===== config.mk =====
export PLATFORM = sky130hd
export DESIGN_NAME = tester_sequencer
export DESIGN_NICKNAME = d
export VERILOG_FILES = /design/src/rtl/tester_sequencer.sv
export SDC_FILE = /design/constraint.sdc
export NUM_CORES = 1
export LEC_CHECK = 0
export ABC_AREA = 1
export CAP_MARGIN = 20
export CELL_PAD_IN_SITES_DETAIL_PLACEMENT = 0
export CELL_PAD_IN_SITES_GLOBAL_PLACEMENT = 1
export CORE_MARGIN = 2
export CORE_UTILIZATION = 33
export CTS_CLUSTER_SIZE = 20
export DETAILED_ROUTE_END_ITERATION = 10
export PLACE_DENSITY_LB_ADDON = 0.1
export SLEW_MARGIN = 25
export SYNTH_ARGS = -nofsm -noshare
export SYNTH_HDL_FRONTEND = slang
export SYNTH_SLANG_ARGS = --single-unit

===== constraint.sdc =====
create_clock -name clock -period 1.42 [get_ports clock]
set_input_delay 0.284 -clock clock [delete_from_list [all_inputs] [get_ports clock]]
set_output_delay 0.284 -clock clock [all_outputs]
set_load 0.005 [all_outputs]

===== src/rtl/tester_sequencer.sv =====
// Runs NUM_TESTS sub-testers one after another (start pulse, wait for done or timeout) and
// raises a single aggregated finish/pass once the sequence ends.
module tester_sequencer #(
  parameter int unsigned NUM_TESTS    = 4,
  parameter int unsigned IDX_W        = 2,
  parameter int unsigned TIMEOUT      = 1024,
  parameter int unsigned CNT_W        = 11,
  parameter bit          STOP_ON_FAIL = 1'b1
) (
  input  logic                 clock,
  input  logic                 reset,
  input  logic                 go,
  output logic [NUM_TESTS-1:0] test_start,
  output logic [NUM_TESTS-1:0] test_busy,
  input  logic [NUM_TESTS-1:0] test_done,
  input  logic [NUM_TESTS-1:0] test_fail,
  output logic [IDX_W-1:0]     cur_idx,
  output logic                 finish,
  output logic                 pass,
  output logic [NUM_TESTS-1:0] fail_mask,
  output logic [NUM_TESTS-1:0] timeout_mask
);

  typedef enum logic [2:0] {StIdle, StLaunch, StWait, StNext, StDone} state_e;

  localparam logic [CNT_W-1:0] CntLast = CNT_W'(TIMEOUT - 1);
  localparam logic [IDX_W-1:0] IdxLast = IDX_W'(NUM_TESTS - 1);

  state_e               state_q, state_d;
  logic [IDX_W-1:0]     idx_q, idx_d;
  logic [CNT_W-1:0]     cnt_q, cnt_d;
  logic [NUM_TESTS-1:0] fail_q, fail_d;
  logic [NUM_TESTS-1:0] tmo_q, tmo_d;
  logic [NUM_TESTS-1:0] cur_onehot;

  always_ff @(posedge clock or posedge reset) begin
    if (reset) begin
      state_q <= StIdle;
      idx_q   <= '0;
      cnt_q   <= '0;
      fail_q  <= '0;
      tmo_q   <= '0;
    end else begin
      state_q <= state_d;
      idx_q   <= idx_d;
      cnt_q   <= cnt_d;
      fail_q  <= fail_d;
      tmo_q   <= tmo_d;
    end
  end

  always_comb begin
    state_d = state_q;
    idx_d   = idx_q;
    cnt_d   = cnt_q;
    fail_d  = fail_q;
    tmo_d   = tmo_q;
    unique case (state_q)
      StIdle: begin
        if (go) begin
          state_d = StLaunch;
          idx_d   = '0;
        end
      end
      StLaunch: begin
        cnt_d   = '0;
        state_d = StWait;
      end
      StWait: begin
        // A done arriving on the final allowed cycle still beats the timeout.
        if (test_done[idx_q]) begin
          fail_d[idx_q] = test_fail[idx_q];
          state_d       = StNext;
        end else if (cnt_q == CntLast) begin
          fail_d[idx_q] = 1'b1;
          tmo_d[idx_q]  = 1'b1;
          state_d       = StNext;
        end else begin
          cnt_d = cnt_q + CNT_W'(1);
        end
      end
      StNext: begin
        if (idx_q == IdxLast || (STOP_ON_FAIL && fail_q[idx_q])) begin
          state_d = StDone;
        end else begin
          idx_d   = idx_q + IDX_W'(1);
          state_d = StLaunch;
        end
      end
      StDone: begin
        state_d = StDone;
      end
      default: begin
        state_d = StIdle;
      end
    endcase
  end

  always_comb begin
    cur_onehot   = NUM_TESTS'(1) << idx_q;
    test_start   = (state_q == StLaunch) ? cur_onehot : '0;
    test_busy    = (state_q == StWait) ? cur_onehot : '0;
    finish       = (state_q == StDone);
    pass         = (state_q == StDone) && (fail_q == '0);
    cur_idx      = idx_q;
    fail_mask    = fail_q;
    timeout_mask = tmo_q;
  end

endmodule


# == Yosys cells after proc, flatten, opt, wreduce, memory -nomap -nowiden ==
# Cells that the tools add are included.
# Widths: inputs -> output; s select.
# totals
regBits,24
out_inout_bits,20
wordCells,61
# classes
n_addsub,2
n_lt_le_gt_ge,2
n_eq_ne,11
shifts,1
mux,24
n_bitwise,3
reduce_logical,13
# op_table
operator,count
$mux 11,2
$pmux 11 s2,1
$mux 4,4
$pmux 3 s5,1
$mux 3,4
$add 11x1->11 const B,1
$eq 11x10->1 const B,1
$reduce_and 3->1,3
$ne 2x2->1 const B,4
$or 4x4->4,2
$bmux 1 s2,3
$eq 3x2->1 const B,2
$reduce_bool 2->1,3
$bwmux 4,1
$logic_not 4->1,1
$mux 1,4
$mux 2,2
$pmux 2 s2,1
$reduce_and 2->1,2
$shl 1x2->4 const A,1
$eq 3x1->1 const B,1
$eq 3x3->1 const B,1
$logic_not 3->1,1
$lt 2x3->1 const B,1
other kinds (8),9

# == Depth between registers and ports, before layout ==
# Gate-level depths: netlist (run 1).
# logic_depth
word_depth,7
ltp_mapped,10
mapped_depth_nobuf,9

# == Least setup slack after synthesis (run 1) ==
# No wires, ideal clock.
# synth_path
path_kind,reg-to-reg
startpoint,register cnt_q[1]
endpoint,register cnt_q[1]
setup_time_ns,0.117
t_arrival_ns,1.309
required_time_ns,1.303
path_slack_ns,-0.006
path_stages_with_launch,10
synth_period_minus_slack_ns,1.426
cell_sequence,dfrtp_1 > ha_1 > nand2_2 > nor2_2 > nand3_4 > nand3_4 > nand2_4 > buf_6 > nand3_1 > nand2_1
# synth_via
elab_chain_cells,4
word_cells_on_any_way,7
classes_between,add/sub (1); eq/ne (2); mux (3); reduce/logical (1)
# synth_rtl
element,line,source
"start, declared",31,"logic [CNT_W-1:0] cnt_q, cnt_d;"
"start signal, assigned",46,cnt_q <= cnt_d;
$add 11x1->11,79,cnt_d = cnt_q + CNT_W'(1);
$mux 11,74,end else if (cnt_q == CntLast) begin
$mux 11,71,if (test_done[idx_q]) begin
$pmux 11 s2,58,unique case (state_q)
# Several ways; a longest one is shown, not always the timed one. The select of a mux whose other input is x is not followed.
# A chain may end at the register's enable or synchronous reset.

# == Worst setup path in the final report (run 1) ==
# layout_path
startpoint,register idx_q[0] (netlist: cur_idx[0])
endpoint,register cnt_q[10]
# layout_via
elab_chain_cells,4
# layout_rtl
element,line,source
"start, declared",30,"logic [IDX_W-1:0] idx_q, idx_d;"
"start signal, assigned",45,idx_q <= idx_d;
$bmux 1 s2,71,
$mux 1 (implied by the code),71,
$ne 2x2->1 (no source line),n/a,
$reduce_and 3->1 (no source line),n/a,
# Every way passes these cells. The select of a mux whose other input is x is not followed.

==> impl_results.rst, run 1 <==
.. list-table::
   :header-rows: 1

   * - Metric
     - Value
   * - Antenna violations before repair
     - 0
   * - Max_cap viols
     - 0
   * - Critical path startpoint category
     - flip-flop
   * - # H-tree levels
     - 1
   * - Syn Nets
     - about 230
   * - GR Util All Layers
     - 0.201
   * - Worst path most repeated cell
     - sky130_fd_sc_hd__buf_6
   * - Number of remaining DRC errors
     - 0
   * - Worst Setup Slack post-DPL
     - -339 ps
   * - Reg2reg path depth
     - 13
   * - Post-synthesis instance area
     - 1530 um2
   * - Worst r2r src
     - cur_idx[0]$_DFFE_PP0P_
   * - Violations in the final reports
     - negative setup slack
   * - Area share of the largest cell type after synthesis
     - 0.392
   * - Critical R2R Capture
     - cnt_q[10]$_DFFE_PP0P_
   * - Hold slack final
     - 336 ps
   * - CTS Buffer Depth
     - 2
   * - Final Util
     - 0.634
   * - CORE AREA
     - 4410 um2
   * - CTS clk-pin slew, worst paths
     - around 90 ps
   * - Aggregate global routing overflow
     - 0
   * - Fraction of synthesized area in multiplexers
     - 0
   * - Share of the clock period used by the worst path
     - 1.18
   * - Share of synthesized cell area in full adder, half adder and majority cells
     - 0.0409
   * - Simple-gate share of the synthesized area
     - 0.401
   * - HPWL after detailed placement
     - 3160 um
   * - Effective utilization at floorplan
     - 0.347
   * - Hold buffer count at cts
     - 0
   * - Max-slew violation count
     - 0
   * - Most common cell in the netlist
     - sky130_fd_sc_hd__nand2_1
   * - Via count
     - 1727
   * - Share of synthesized registers carrying an async set or reset
     - 1.00
   * - Unrepaired setup endpoints after global routing
     - true
   * - PortBufs
     - 30
   * - CTS tree
     - yes
   * - Starting DRC count in detailed routing
     - 68
   * - Type of the tightest min-delay check
     - input pin to asynchronous set/reset pin
   * - Clock network latency to the later pin of the worst-skew pair
     - about 270 ps
   * - Final number of hold-violating endpoints
     - 0
   * - Power density over the cells
     - 1810 nW/um2
   * - Post-synthesis compound-gate area fraction
     - 0.0720
   * - Via count of the first global-routing pass
     - approximately 1700
   * - Area overhead of the layout relative to synthesis
     - 83.0%
   * - Largest cells by area after synthesis
     - sky130_fd_sc_hd__dfrtp_1 (39%), sky130_fd_sc_hd__nand2_1 (17%), sky130_fd_sc_hd__nand3_1 (8.5%)
   * - Share of synthesized area occupied by flip-flops and latches
     - 0.392
   * - Root buffer cell
     - sky130_fd_sc_hd__clkbuf_8
   * - Via-per-instance ratio
     - roughly 4.8
   * - Final-layout setup total negative slack
     - -6480 ps
   * - Critical-path maximum fanout
     - 7
   * - Combinational family with the most area after synthesis
     - simple AND/OR/NAND/NOR gates
   * - Slew at the pin closest to its max-slew limit
     - 328 ps
   * - Cell with the largest stage delay on the worst path
     - sky130_fd_sc_hd__dfrtp_1
   * - Number of buffers created by CTS
     - 3
   * - Placer Congestion
     - between 0.8 and 0.9
   * - Time the worst path needs with I/O delays and setup
     - 1670 ps
   * - Yosys cell types
     - 26
   * - Main synth FF type
     - sky130_fd_sc_hd__dfrtp_1
   * - Worst relative slew slack
     - 0.781
   * - Sequence of cells on the critical path
     - buf_6, inv_4, buf_6, buf_6, buf_6, nand2_4, nand3_4, nand2_4, nand3_4, nand2_8, nand2_2, nand2_1, inv_1
   * - Maximum number of pins on one net before global-route repair
     - 25
   * - Largest clock skew in the final design
     - 6.23 ps
   * - Global-route wire length before repair
     - 8160 um
   * - Routed wire per std cell
     - 13.8 um
   * - Worst path required time
     - 1590 ps
   * - Width of the die
     - between 70 and 80 um
   * - Reg-to-reg setup timing slack
     - -250 ps
   * - Cell type contributing the most total cell area after synthesis
     - sky130_fd_sc_hd__dfrtp_1
   * - Antenna diode instance count
     - 0
   * - Chip height
     - 72.1 um
   * - Routed Antenna Nets
     - 0
   * - Most common library cells after synthesis
     - sky130_fd_sc_hd__nand2_1 (69), sky130_fd_sc_hd__nand3_1 (26), sky130_fd_sc_hd__dfrtp_1 (24), sky130_fd_sc_hd__nor2_1 (24), sky130_fd_sc_hd__inv_1 (20)
   * - Area enclosed by the die boundary
     - ~5200 um2
   * - Count of warnings emitted by yosys
     - 0
   * - Router iterations before antenna repair
     - 4
   * - Proportion of layout cells with a drive suffix above 1
     - 0.516
   * - Top-Level Pins
     - 31
   * - Post-synthesis area per instance
     - 7.22 um2
   * - Number of nets in the final layout
     - 326
   * - #FFs+latches synth
     - 24
   * - Number of cell rows
     - 24
   * - Sink count of the clock tree
     - 24
   * - Total power after layout
     - 0.00508 W
   * - Worst setup path category
     - flip-flop to flip-flop
   * - Area share of xor/xnor cells in the synthesized design
     - 0.0172
   * - Timing-limited maximum frequency
     - between 500 and 600 MHz
   * - Total length of routed wires
     - a little under 5000 um
   * - Crit-path max cell delay
     - 400 ps
   * - Gate count after technology mapping
     - 212
   * - Total of endpoints with negative setup slack in the final report
     - 33
   * - Leakage power total
     - 1.43 nW
   * - Status
     - finished with violations
   * - Number of synthesized flops with an enable pin
     - 0
   * - Critical path arrival
     - 1840 ps
   * - Highest ir drop seen on vdd
     - 1480 uV
   * - Final worst slack
     - -252 ps
   * - Crit end category
     - flip-flop
cells by family (layout without fill, tap and decap cells):
| kind of cell | count (synthesis) | after routing |
|---|---|---|
| adder cells (fa/ha/maj) | 5 | 5 |
| XOR/XNOR | 3 | 3 |
| AO/OA/AOI/OAI | 18 | 18 |
| flip-flops | 24 | 24 |
| buffers and inverters | 28 | 123 |
| AND/OR/NAND/NOR | 134 | 135 |
critical path, delay by kind of cell (launching register included):
| family | cells | cell delay [ps] |
|---|---|---|
| buf+inv | 6 | 530 |
| flops | 1 | 400 |
| simple gates | 7 | 650 |
metal layers:
| layer | wire length (um) | share of wire | global-route usage |
|---|---|---|---|
| met2 | 2420 | 0.49 | 0.337 |
| met5 | 0 | 0 | 0 |
| met1 | 2360 | 0.48 | 0.283 |
| met3 | 162 | 0.033 | 0.0333 |
| met4 | 20 | 0.0040 | 0.0189 |
stage by stage:
step	instances	cell area, um2
after global placement	325	2150
final	360	2800
after floorplan	212	1540
after CTS	352	2570
after detailed placement	325	2150
after global routing	360	2800
cell type report:
class | count | area, um2
fill | 369 | 1610
multi-input combinational | 161 | 1110
timing repair buffer | 97 | 875
sequential | 24 | 604
inverter | 23 | 106
tap | 52 | 65.1
clock buffer | 3 | 41.3
where the power goes:
| part | internal [W] | switching, W |
|---|---|---|
| Combinational | 0.00176 | 0.00194 |
| Sequential | 0.000830 | 0.000137 |
| Clock | 0.000190 | 0.000224 |
| Total | 0.00278 | 0.00230 |
repair_timing:
action / in CTS / in global routing
pin swaps: 21 / 13
resized for setup: 115 / 57
endpoints found under the setup margin: 25 / 38
setup buffers: 27 / 10
cloned: 1 / 0
worst max-delay path by stage:
stage	start	end	depth (start not counted)
CTS	state_q[0]$_DFFE_PP0P_	pass	7
detailed placement	state_q[0]$_DFFE_PP0P_	pass	6
global placement	state_q[0]$_DFFE_PP0P_	pass	6
global route	cur_idx[0]$_DFFE_PP0P_	cnt_q[5]$_DFFE_PP0P_	12
floorplan	cur_idx[0]$_DFFE_PP0P_	cnt_q[1]$_DFFE_PP0P_	10
finish	cur_idx[0]$_DFFE_PP0P_	cnt_q[10]$_DFFE_PP0P_	13
cells in the final DEF (no fill, tap or decap), drive strengths merged, types with 5 or more instances in the layout:
cell / instances
clkdlybuf4s50: 10
nand2: 73
dlygate4sd2: 5
ha: 5
dfrtp: 24
buf: 77
inv: 23
nand3: 28
o21ai: 11
o21bai: 5
nor2: 26
state kept, by name, summed over array words and instances (netlist names):
| signal | count |
|---|---|
| timeout_mask | 4 |
| cnt_q | 11 |
| cur_idx | 2 |
| state_q | 3 |
| fail_mask | 4 |
Power figures use the tool's default switching activity.
==> inputs of run 2 (changes only) <==
==> constraint.sdc (replaced) <==
create_clock -name clock -period 1.5 [get_ports clock]
set_input_delay 0.3 -clock clock [delete_from_list [all_inputs] [get_ports clock]]
set_output_delay 0.3 -clock clock [all_outputs]
set_load 0.005 [all_outputs]
==> run 2 against run 1 <==
Compared with the run above: the run still ends with negative setup slack left; global-route usage decreased by 0.53 points; sequential power decreased by 4.2%; register-to-register slack improved by 170 ps; combinational power decreased by 8.6%; clock skew decreased by 3.2 ps; worst hold slack improved by 40 ps; via count decreased by 1.7%; first-iteration DRC count increased by 47%.
==> impl_results.rst, run 2 (synthesized netlist as in run 1, its figures left out) <==
.. list-table::
   :header-rows: 1

   * - Metric
     - Value
   * - Critical path startpoint category
     - flip-flop
   * - Router iterations before antenna repair
     - 4
   * - Worst relative slew slack
     - 0.778
   * - Most common cell after layout, fill and taps aside
     - sky130_fd_sc_hd__nand2_1
   * - Final number of hold-violating endpoints
     - 0
   * - Total length of routed wires
     - 4860 um
   * - Commonest cells after routing, fill and taps aside
     - sky130_fd_sc_hd__nand2_1 (48), sky130_fd_sc_hd__buf_4 (42), sky130_fd_sc_hd__dfrtp_1 (21)
   * - Antenna violations before repair
     - 0
   * - Type of the tightest min-delay check
     - input pin to asynchronous set/reset pin
   * - Top-Level Pins
     - 31
   * - Via count of the first global-routing pass
     - approximately 1700
   * - GR Util All Layers
     - 0.196
   * - Area enclosed by the die boundary
     - 5200 um2
   * - Number of nets in the final layout
     - 315
   * - Violations in the final reports
     - negative setup slack
   * - Maximum number of pins on one net before global-route repair
     - 25
   * - Aggregate global routing overflow
     - 0
   * - Leakage power total
     - 1.31 nW
   * - CTS clk-pin slew, worst paths
     - 80 ps
   * - Sink count of the clock tree
     - 24
   * - Proportion of layout cells with a drive suffix above 1
     - 0.512
   * - Starting DRC count in detailed routing
     - 100
   * - Total of endpoints with negative setup slack in the final report
     - 24
   * - Effective utilization at floorplan
     - 0.347
   * - Number of remaining DRC errors
     - 0
   * - Via-per-instance ratio
     - slightly below 5
   * - Largest register by flop count
     - cnt_q
   * - Time the worst path needs with I/O delays and setup
     - 1680 ps
   * - CTS Buffer Depth
     - 2
   * - # H-tree levels
     - 1
   * - Worst Setup Slack post-DPL
     - -249 ps
   * - Unrepaired setup endpoints after global routing
     - true
   * - Worst setup path category
     - flip-flop to output pin
   * - Power density over the cells
     - 1770 nW/um2
   * - Max_cap viols
     - 0
   * - Hold buffer count at cts
     - 0
   * - Chip height
     - approximately 70 um
   * - Total placed cells including tap cells
     - 320
   * - Status
     - finished with violations
   * - Critical-path maximum fanout
     - 5
   * - Max-slew violation count
     - 0
   * - Final worst slack
     - -184 ps
   * - Crit end category
     - output pin
   * - Global-route wire length before repair
     - approximately 8000 um
   * - Share of the clock period used by the worst path
     - 1.12
   * - Flip-flop count of the largest register after layout
     - 11
   * - Area overhead of the layout relative to synthesis
     - 73.7%
   * - Number of cell rows
     - 24
   * - Number of buffers created by CTS
     - 3
   * - Antenna diode instance count
     - 0
   * - Highest ir drop seen on vdd
     - 1190 uV
   * - Slew at the pin closest to its max-slew limit
     - 333 ps
   * - Critical path arrival
     - approximately 1400 ps
   * - Routed Antenna Nets
     - 0
   * - Placer Congestion
     - 0.752
   * - Worst path required time
     - about 1200 ps
   * - Largest clock skew in the final design
     - 3.02 ps
   * - Total power after layout
     - between 0.004 and 0.005 W
   * - Clock network latency to the later pin of the worst-skew pair
     - 270 ps
   * - HPWL after detailed placement
     - ~3200 um
   * - Via count
     - 1698
   * - Number of standard cells in the final layout excluding fillers
     - between 300 and 400
   * - Routed wire per std cell
     - 13.9 um
   * - Timing-limited maximum frequency
     - around 590 MHz
   * - PortBufs
     - 30
   * - CORE AREA
     - 4410 um2
   * - Final Util
     - 0.602
   * - Width of the die
     - 72.1 um
   * - Root buffer cell
     - sky130_fd_sc_hd__clkbuf_8
   * - Final-layout setup total negative slack
     - -1770 ps
   * - CTS tree
     - yes
run 2: routing by layer:
metal  vias to the layer above  part of all wire  GRT usage
met5                         -                 0          0
met4                         0             0.014     0.0566
li1                        850                 -          -
met3                         8             0.037     0.0361
met1                       804              0.47      0.279
met2                        36              0.48      0.303
run 2: worst paths after layout:
kind,startpoint,slack (ps),to,depth (start not counted)
max in group asynchronous,reset,850,state_q[0]$_DFFE_PP0P_,3
min in group clock,timeout_mask[3]$_DFFE_PP0P_,480,timeout_mask[3]$_DFFE_PP0P_,1
setup / recovery,state_q[1]$_DFFE_PP0P_,-180,test_busy[3],6
setup reg to reg,cur_idx[0]$_DFFE_PP0P_,-80,cnt_q[10]$_DFFE_PP0P_,11
hold reg to reg,timeout_mask[3]$_DFFE_PP0P_,480,timeout_mask[3]$_DFFE_PP0P_,1
hold / removal,reset,380,fail_mask[0]$_DFFE_PP0P_,3
run 2: cell type report:
type	count	area, um2
Multi-Input combinational cell	160	1120
Timing Repair Buffer	87	726
Inverter	23	98.8
Fill cell	411	1760
Sequential cell	24	604
Clock buffer	3	41.3
Tap cell	52	65.1
run 2: what timing repair did:
item                       4_1_cts  5_1_grt
buffers inserted                27        5
pin swaps                       28       35
resized for setup              110       57
setup endpoints to repair       19       34
run 2: worst max-delay path, cell delays in order (launching register included):
cell and delay (ps):
sky130_fd_sc_hd__dfrtp_1 440, sky130_fd_sc_hd__buf_6 140, sky130_fd_sc_hd__inv_6 40, sky130_fd_sc_hd__nor3_4 180
sky130_fd_sc_hd__inv_2 100, sky130_fd_sc_hd__nor2_1 100, sky130_fd_sc_hd__buf_2 120
run 2: report_power, final:
part	total (W)	switching [W]	internal (W)
Sequential	0.000926	0.000141	0.000785
Combinational	0.00338	0.00178	0.00160
Clock	0.000392	0.000212	0.000180
Total	0.00470	0.00213	0.00257
run 2: stage by stage:
stage	hold slack [ps]	area, um2
floorplan	315	1530
global placement	459	2100
detailed placement	467	2100
CTS	391	2490
global route	421	2660
finish	376	2660
==> inputs of run 3 (changes only) <==
--- a/config.mk
+++ b/config.mk
@@ -13,6 +13,7 @@
 export CORE_UTILIZATION = 33
 export CTS_CLUSTER_SIZE = 20
 export DETAILED_ROUTE_END_ITERATION = 10
+export GPL_TIMING_DRIVEN = 0
 export PLACE_DENSITY_LB_ADDON = 0.1
 export SLEW_MARGIN = 25
 export SYNTH_ARGS = -nofsm -noshare
==> constraint.sdc (replaced) <==
create_clock -name clock -period 1.4 [get_ports clock]
set_input_delay 0.28 -clock clock [delete_from_list [all_inputs] [get_ports clock]]
set_output_delay 0.28 -clock clock [all_outputs]
set_load 0.005 [all_outputs]
==> run 3 against run 2 <==
Compared with the run above: via count increased by 5.9%; power increased by 31%; highest routed layer unchanged; critical path type unchanged; clock skew increased by 2.8 ps; the run still ends with negative setup slack left; global-route usage increased by 0.57 points; sequential share of layout area decreased by 2.2 points; clock power increased by 25%.
==> impl_results.rst, run 3 (synthesized netlist as in run 1, its figures left out) <==
.. list-table::
   :header-rows: 1

   * - Metric
     - Value
   * - Top-Level Pins
     - 31
   * - Total length of routed wires
     - 5520 um
   * - Worst path required time
     - 1120 ps
   * - Most common cell after layout, fill and taps aside
     - sky130_fd_sc_hd__nand2_1
   * - Routed Antenna Nets
     - 0
   * - Leakage power total
     - 1.41 nW
   * - Type of the tightest min-delay check
     - input pin to asynchronous set/reset pin
   * - Largest clock skew in the final design
     - 5.87 ps
   * - Total placed cells including tap cells
     - 294
   * - Via count
     - 1798
   * - Unrepaired setup endpoints after global routing
     - true
   * - Antenna violations before repair
     - 0
   * - Critical path arrival
     - between 1500 and 2000 ps
   * - Number of remaining DRC errors
     - 0
   * - Time the worst path needs with I/O delays and setup
     - 1820 ps
   * - Width of the die
     - 72.1 um
   * - GR Util All Layers
     - 0.201
   * - Number of standard cells in the final layout excluding fillers
     - about 370
   * - Number of buffers created by CTS
     - 3
   * - CTS tree
     - yes
   * - Via-per-instance ratio
     - about 5
   * - Via count of the first global-routing pass
     - 1726
   * - Critical-path maximum fanout
     - 6
   * - Number of nets in the final layout
     - 330
   * - Routed wire per std cell
     - 15.1 um
   * - Status
     - finished with violations
   * - Aggregate global routing overflow
     - 0
   * - Flip-flop count of the largest register after layout
     - 11
   * - Crit end category
     - output pin
   * - Total of endpoints with negative setup slack in the final report
     - 34
   * - Worst setup path category
     - flip-flop to output pin
   * - CTS clk-pin slew, worst paths
     - roughly 90 ps
   * - Root buffer cell
     - sky130_fd_sc_hd__clkbuf_8
   * - Clock network latency to the later pin of the worst-skew pair
     - 270 ps
   * - Cell with the largest stage delay on the worst path
     - sky130_fd_sc_hd__dfrtp_2
   * - # H-tree levels
     - 1
   * - Total power after layout
     - 0.00614 W
   * - Share of the clock period used by the worst path
     - 1.30
   * - Maximum number of pins on one net before global-route repair
     - 25
   * - Largest register by flop count
     - cnt_q
   * - Sequence of cells on the critical path
     - buf_6, buf_6, nor3_4, inv_2, buf_8, nor2_4, buf_2
   * - Final number of hold-violating endpoints
     - 0
   * - Sink count of the clock tree
     - 24
   * - Timing-limited maximum frequency
     - 550 MHz
   * - Final instance area
     - slightly below 3000 um2
   * - Antenna diode instance count
     - 0
   * - Crit-path max cell delay
     - 440 ps
   * - Worst path most repeated cell
     - sky130_fd_sc_hd__buf_6
   * - Placed cell area
     - ~1900 um2
   * - HPWL after detailed placement
     - 2750 um
   * - Max-slew violation count
     - 0
   * - Final worst slack
     - -419 ps
   * - Critical path startpoint category
     - flip-flop
   * - Router iterations before antenna repair
     - 4
   * - Fillcell total
     - 328
   * - Global-route wire length before repair
     - 8310 um
   * - Proportion of layout cells with a drive suffix above 1
     - 0.543
   * - Slew at the pin closest to its max-slew limit
     - 551 ps
   * - Number of cell rows
     - 24
   * - Max_cap viols
     - 0
   * - PortBufs
     - 30
   * - Power density over the cells
     - around 2100 nW/um2
   * - Violations in the final reports
     - negative setup slack
   * - Commonest cells after routing, fill and taps aside
     - sky130_fd_sc_hd__nand2_1 (47), sky130_fd_sc_hd__buf_4 (37), sky130_fd_sc_hd__buf_6 (30)
   * - CORE AREA
     - 4410 um2
   * - Final Util
     - 0.664
   * - Placer Congestion
     - about 0.75
   * - Effective utilization at floorplan
     - 0.347
   * - Starting DRC count in detailed routing
     - 120
   * - Area enclosed by the die boundary
     - ~5200 um2
   * - Chip height
     - about 72 um
   * - Worst relative slew slack
     - 0.632
   * - Hold buffer count at cts
     - 0
   * - Highest ir drop seen on vdd
     - 1510 uV
   * - CTS Buffer Depth
     - 2
   * - Area overhead of the layout relative to synthesis
     - 91.4%
run 3: area by class of cell:
type	instances	area, um2	area share
sequential	24	603	0.206
tap	52	65.1	0.0222
buffer	5	70.1	0.0239
multi-input combinational	160	1150	0.393
inverter	23	114	0.0389
clock buffer	4	55.1	0.0188
timing repair buffer	97	870	0.297
run 3: repair_timing:
action | in CTS | in global routing
endpoints found under the setup margin | 43 | 35
buffers inserted | 61 | 15
resized for setup | 132 | 74
endpoints found under the hold margin | 0 | 0
pin swaps | 26 | 25
cloned | 1 | 0
run 3: report_power, final:
part	internal, W	leakage [nW]	switching [W]
Combinational	0.00240	1.06	0.00228
Clock	0.000251	0.0288	0.000239
Sequential	0.000839	0.323	0.000133
run 3: critical path, delay by kind of cell, from the launching register on:
family | cells | cell delay [ps]
flops | 1 | 440
simple gates | 2 | 250
buf+inv | 5 | 570
run 3: layer usage:
| metal | part of all wire | track usage | wire, um | up-vias |
|---|---|---|---|---|
| met5 | 0 | 0 | 0 | - |
| met4 | 0.018 | 0.0398 | 97 | 0 |
| met3 | 0.032 | 0.0333 | 178 | 8 |
| met2 | 0.48 | 0.319 | 2670 | 36 |
| met1 | 0.47 | 0.291 | 2580 | 872 |
| li1 | - | - | - | 882 |
run 3: metrics by stage:
| stage | hold slack (ps) | setup WS [ps] | TNS (ps) |
|---|---|---|---|
| CTS | 398 | -364 | -6580 |
| finish | 380 | -419 | -7630 |
| floorplan | 295 | 3.28 | 0 |
| global route | 432 | -475 | -9550 |
| global placement | 459 | -649 | -12930 |
| detailed placement | 466 | -649 | -8450 |
run 3: path summary, 6_finish.rpt:
kind | startpoint | end | slack (ps) | cells after the start
hold / removal | reset | cnt_q[5]$_DFFE_PP0P_ | 380 | 2
setup reg to reg | state_q[0]$_DFFE_PP0P_ | state_q[2]$_DFFE_PP0P_ | -410 | 12
setup / recovery | state_q[0]$_DFFE_PP0P_ | test_busy[3] | -420 | 7
hold reg to reg | timeout_mask[1]$_DFFE_PP0P_ | timeout_mask[1]$_DFFE_PP0P_ | 480 | 1
max in group asynchronous | reset | cur_idx[1]$_DFFE_PP0P_ | 630 | 2
min in group clock | timeout_mask[1]$_DFFE_PP0P_ | timeout_mask[1]$_DFFE_PP0P_ | 480 | 1
